## config.mk

```make
export PLATFORM = sky130hd
export DESIGN_NAME = ad_conv_sched
export DESIGN_NICKNAME = d
export VERILOG_FILES = /design/src/rtl/ad_pkg.sv /design/src/rtl/ad_conv_sched_rr_arb.sv /design/src/rtl/ad_conv_sched.sv
export SDC_FILE = /design/constraint.sdc
export NUM_CORES = 1
export LEC_CHECK = 0
export CAP_MARGIN = 40
export CORE_AREA = 2 2 72 74
export DETAILED_ROUTE_END_ITERATION = 10
export DIE_AREA = 0 0 74 76
export GPL_TIMING_DRIVEN = 0
export PLACE_DENSITY_LB_ADDON = 0.25
export SLEW_MARGIN = 20
export SYNTH_ARGS = -nofsm -noshare
export SYNTH_HDL_FRONTEND = slang
export SYNTH_HIERARCHICAL = 1
export SYNTH_SLANG_ARGS = --single-unit
export TNS_END_PERCENT = 5
```

## constraint.sdc

```tcl
create_clock -name clk -period 2.1 [get_ports clk]
set_clock_uncertainty 0.05 [all_clocks]
set_input_delay 0.21 -clock clk [delete_from_list [all_inputs] [get_ports clk]]
set_output_delay 0.21 -clock clk [all_outputs]
set_load 0.05 [all_outputs]
```

## src/rtl/ad_pkg.sv

```systemverilog
// ad_pkg: shared FSM state type, default sizes and channel-index width helper
package ad_pkg;
    typedef enum logic [1:0] {IDLE, CONV, WAIT, READ} state_t;
    localparam int NCH_DEF = 4;
    localparam int DW_DEF = 16;
    function automatic int clog2w(input int n);
        return (n > 1) ? $clog2(n) : 1;
    endfunction
    localparam int CHW_DEF = clog2w(NCH_DEF);
endpackage

```

## src/rtl/ad_conv_sched_rr_arb.sv

```systemverilog
// rr_arb: round-robin pick of the first requester after last_grant
module rr_arb import ad_pkg::*; #(
    parameter int N = NCH_DEF,
    parameter int W = CHW_DEF
) (
    input  logic [N-1:0] req,
    input  logic [W-1:0] last_grant,
    output logic [W-1:0] grant,
    output logic         any
);
    logic [W-1:0] idx;
    // Walk from farthest to nearest so the nearest requester after last_grant wins
    always_comb begin
        grant = '0;
        idx = '0;
        for (int k = N; k >= 1; k--) begin
            idx = W'((int'(last_grant) + k) % N);
            if (req[idx]) grant = idx;
        end
    end
    assign any = |req;
endmodule

```

## src/rtl/ad_conv_sched.sv

```systemverilog
// ad_conv_sched: round-robin scheduler sharing one ADC among NCH sample-request channels
module ad_conv_sched import ad_pkg::*; #(
    parameter int NCH = NCH_DEF,
    parameter int DW = DW_DEF,
    parameter int CONVST_W = 4,
    parameter int BUSY_TMO = 255,
    localparam int CW = clog2w(NCH)
) (
    input  logic           clk,
    input  logic           rst_n,
    input  logic           enable,
    input  logic [NCH-1:0] ad_start,
    output logic           adc_convst,
    input  logic           adc_busy,
    output logic           rd_req,
    output logic [CW-1:0]  rd_ch,
    input  logic           rd_ack,
    input  logic [DW-1:0]  rd_data,
    output logic           smp_valid,
    output logic [CW-1:0]  smp_ch,
    output logic [DW-1:0]  smp_data,
    output logic [NCH-1:0] ovr_flag,
    output logic           tmo_flag,
    input  logic           flag_clr
);
    localparam int TMAX = (CONVST_W > BUSY_TMO) ? CONVST_W : BUSY_TMO;
    localparam int TW = clog2w(TMAX + 1);
    state_t state;
    logic [NCH-1:0] ad_q, pend, edge_v, gmask, ovr_set;
    logic [CW-1:0] last_grant, gnt;
    logic [TW-1:0] cnt;
    logic any, grant_fire, tmo_hit;

    rr_arb #(.N(NCH), .W(CW)) u_arb (
        .req(pend),
        .last_grant(last_grant),
        .grant(gnt),
        .any(any)
    );

    always_comb begin
        gmask = '0;
        gmask[gnt] = grant_fire;
    end

    assign edge_v = ad_start & ~ad_q;
    assign grant_fire = state == IDLE && enable && any;
    // An edge landing on the very cycle its channel is granted re-arms pend without overrun
    assign ovr_set = edge_v & pend & ~gmask;
    assign tmo_hit = state == WAIT && adc_busy && cnt == TW'(BUSY_TMO - 1);

    always_ff @(posedge clk or negedge rst_n) begin
        if (!rst_n) begin
            state <= IDLE;
            ad_q <= '1;
            pend <= '0;
            ovr_flag <= '0;
            tmo_flag <= 1'b0;
            adc_convst <= 1'b0;
            rd_req <= 1'b0;
            rd_ch <= '0;
            smp_valid <= 1'b0;
            smp_ch <= '0;
            smp_data <= '0;
            last_grant <= CW'(NCH - 1);
            cnt <= '0;
        end else begin
            ad_q <= ad_start;
            pend <= enable ? (pend & ~gmask) | edge_v : '0;
            ovr_flag <= flag_clr ? '0 : ovr_flag | ovr_set;
            tmo_flag <= !flag_clr && (tmo_flag || tmo_hit);
            smp_valid <= 1'b0;
            case (state)
                IDLE: if (grant_fire) begin
                    state <= CONV;
                    rd_ch <= gnt;
                    last_grant <= gnt;
                    adc_convst <= 1'b1;
                    cnt <= '0;
                end
                CONV: if (cnt == TW'(CONVST_W - 1)) begin
                    state <= WAIT;
                    adc_convst <= 1'b0;
                    cnt <= '0;
                end else cnt <= cnt + 1'b1;
                WAIT: if (!adc_busy) begin
                    state <= READ;
                    rd_req <= 1'b1;
                end else if (tmo_hit) state <= IDLE;
                else cnt <= cnt + 1'b1;
                READ: if (rd_ack) begin
                    state <= IDLE;
                    rd_req <= 1'b0;
                    smp_valid <= 1'b1;
                    smp_ch <= rd_ch;
                    smp_data <= rd_data;
                end
                default: state <= IDLE;
            endcase
        end
    end
endmodule

```

==> results.ini <==
[cts]
clk_path_buf_depth = 2
clockRootBuffer = clkbuf_8
cts_tree = yes
clock_sinks = 48
clk_latency_ns = 0.30
path_clk_slew_ns = 0.09
htree_num_levels = 2
numCtsBuffers = 5

[flow_run]
cap_viol_max_count = 0

[outcome]
status = finished, final reports clean

[cells_and_area]
fin_nets = 289
drive_gt1_share_pct = 21.3
area_growth_pct = 36.0
multiInputGateArea_um2 = 1060
finalInstanceArea_um2 = 3090
seqCellArea_um2 = 1210
insertedDiodeCount = 0
fillerInstances = 429
fin_util_pct = 62.9

[drt]
avgRoutedWirePerCell_um = 13.8
finalWirelength_um = 4530
vias = 1730
drtIter0Drc = 90
ant_nets = 0
drc_errors = 0
dr.pass1.iters = 4
vias_per_cell = 5.27

[die]
rows = 26
start_util_pct = 46.3
die_w_um = 74
dieHeight_um = 76
pin_count = 54
fp.coreArea_um2 = 4910
design.die.area_um2 = 5620

[yosys]
syn_area_um2 = 2270
synthArstFlopShare_pct = 100
postSynthAreaPerCell_um2 = 11.7
syn_nets = 226
synth-main-ff-cell = dfrtp_1
synthCells = 194
synth.distinct_cells = 44
yosys_warnings = 6
synth_enable_flop_cells = 0
yosys_register_bits = 48
ys_seq_area_share_pct = 53.2

[worst_setup_path]
r2r_cells = 5
startpoint = cnt[0]
reg2reg_to = state[0]
worstSetupPathType = register to register
crit_required_ns = 2.24
cp.arrival_ns = 2.16
r2r_slack_ns = 0.09
reg2reg_from = cnt[0]
crit_path_end = state[0]
worst_setup_path_start_kind = register
end_kind = register
path_max_fanout = 4

[timing]
maxSlewHeadroom_pct = 64.3
tightest_slew_ns = 0.532
finalCriticalPeriod_ns = 2.01
setup_viol = 0
finalMaxSlewViolations = 0
fmax_ghz = 0.496
hold_violations = 0
setup-tns-final_ns = 0
fin_ws_ns = 0.0855
period_share_pct = 95.9

[global_route]
grt_pass1_vias = 1664
antenna_found_initial = 0
track_usage_pct = 16.8
grt_first_pass_wirelength_um = 7330
grt_max_degree = 28
grt_remaining_overflow = 0

[place]
place.gp.congestion = 0.872
portBuffers = 52
place_hpwl_um = 3300
post-place-ws_ns = -0.0923
placed_area_um2 = 2900

[power]
power_density_nw_per_um2 = 1430
power_mw = 4.42
leakagePower_nw = 1.31
max-vdd-ir-drop_uv = 556

[worst_hold_path]
hp-class = input port to register

[metal layers]
layer / GRT usage [%] / up-vias / wire [um]
li1: - / 833 / -
met3: 4.63 / 6 / 265
met1: 20.9 / 826 / 2050
met5: 0 / - / 0
met2: 27.4 / 65 / 2140
met4: 6.73 / 0 / 77
[sequential cells by signal (all words and copies together) (netlist names)]
| register | flops |
|---|---|
| ad_q | 4 |
| adc_convst | 1 |
| cnt | 8 |
| last_grant | 2 |
| ovr_flag | 4 |
| pend | 4 |
| rd_ch | 2 |
| rd_req | 1 |
| smp_ch | 2 |
| smp_data | 16 |
| smp_valid | 1 |
| state | 2 |
| tmo_flag | 1 |
[worst max-delay path: stages, from the launching register on]
cell     delay [ns]
dfrtp_1        0.42
ha_4           0.17
or4b_4         0.52
o41ai_4        0.29
nand3_2        0.13
mux2_1         0.33
[cells in the final DEF, fill, tap and decap left out, drive strengths merged, types with 2 or more instances in the layout]
cell type      Yosys  layout
a22o               2       2
nand4              3       3
nor2              11      11
a21oi             11      11
a31oi              2       2
o211ai             3       3
o21a               8       8
o221ai             3       3
clkbuf             3      10
nand2             16      16
or3                3       3
or4                2       2
nand2b             5       5
o31ai              2       2
or2                2       2
dfstp              6       6
inv                7       7
buf                1       5
clkdlybuf4s50      0      51
mux2              20      20
a221o              3       3
nor2b              5       5
dfrtp             42      42
and3               3       3
o21ai              4       4
ha                 6       6
nand3             10      10
[cell usage after synthesis (all sizes together) (4+ instances only)]
library cell,instances,area [um2]
o21ai,4,20.0
inv,7,26.3
mux2,20,225
dfstp,6,158
nor2b,5,31.3
dfrtp,42,1050
a21oi,11,58.8
nand3,10,55.1
ha,6,75.1
nand2,16,60.1
nand2b,5,31.3
o21a,8,60.1
nor2,11,41.3
[logic make-up after synthesis]
logic type / count (synthesis) / share of synthesized area, %
compound gates: 45 / 16.2
buf+inv: 11 / 2.15
simple gates: 63 / 14.8
fa+ha+maj: 6 / 3.30
mux: 21 / 10.4
flops: 48 / 53.2
[layout make-up]
type / count / share of cell area, %
clock inverter: 1 / 0.972
buffer: 4 / 0.729
timing repair buffer: 56 / 18.1
multi-input combinational: 135 / 34.2
inverter: 7 / 0.851
clock buffer: 7 / 3.12
sequential: 48 / 39.1
tap: 70 / 2.84
[timing repair]
| action | 4_1_cts | 5_1_grt |
|---|---|---|
| setup buffers | 0 | 2 |
| pin swaps | 0 | 1 |
| gates resized for setup | 3 | 4 |
| endpoints found under the setup margin | 5 | 6 |
| hold buffers | 1 | 0 |
| endpoints found under the hold margin | 21 | 0 |
[how the worst min path moves through the flow]
stage	start	end	cells after the start
floorplan	rst_n	adc_convst	0
global placement	last_grant[0]	last_grant[0]	2
detailed placement	rst_n	smp_data[0]	1
CTS	enable	pend[3]	2
global route	enable	pend[0]	2
finish	enable	pend[3]	2
[power by group]
part	switching [mW]	leakage, nW	internal [mW]	total, mW
Combinational	1.39	0.642	0.915	2.31
Clock	0.299	0.0645	0.420	0.720
Sequential	0.179	0.601	1.22	1.40
Total	1.87	1.31	2.55	4.42
[per-stage QoR]
step	hold slack, ns	cells
floorplan	-0.136	194
global placement	0.425	316
detailed placement	0.162	317
CTS	0.246	326
global route	0.264	328
finish	0.256	328
Note: power is estimated with default switching activity, not from simulation.
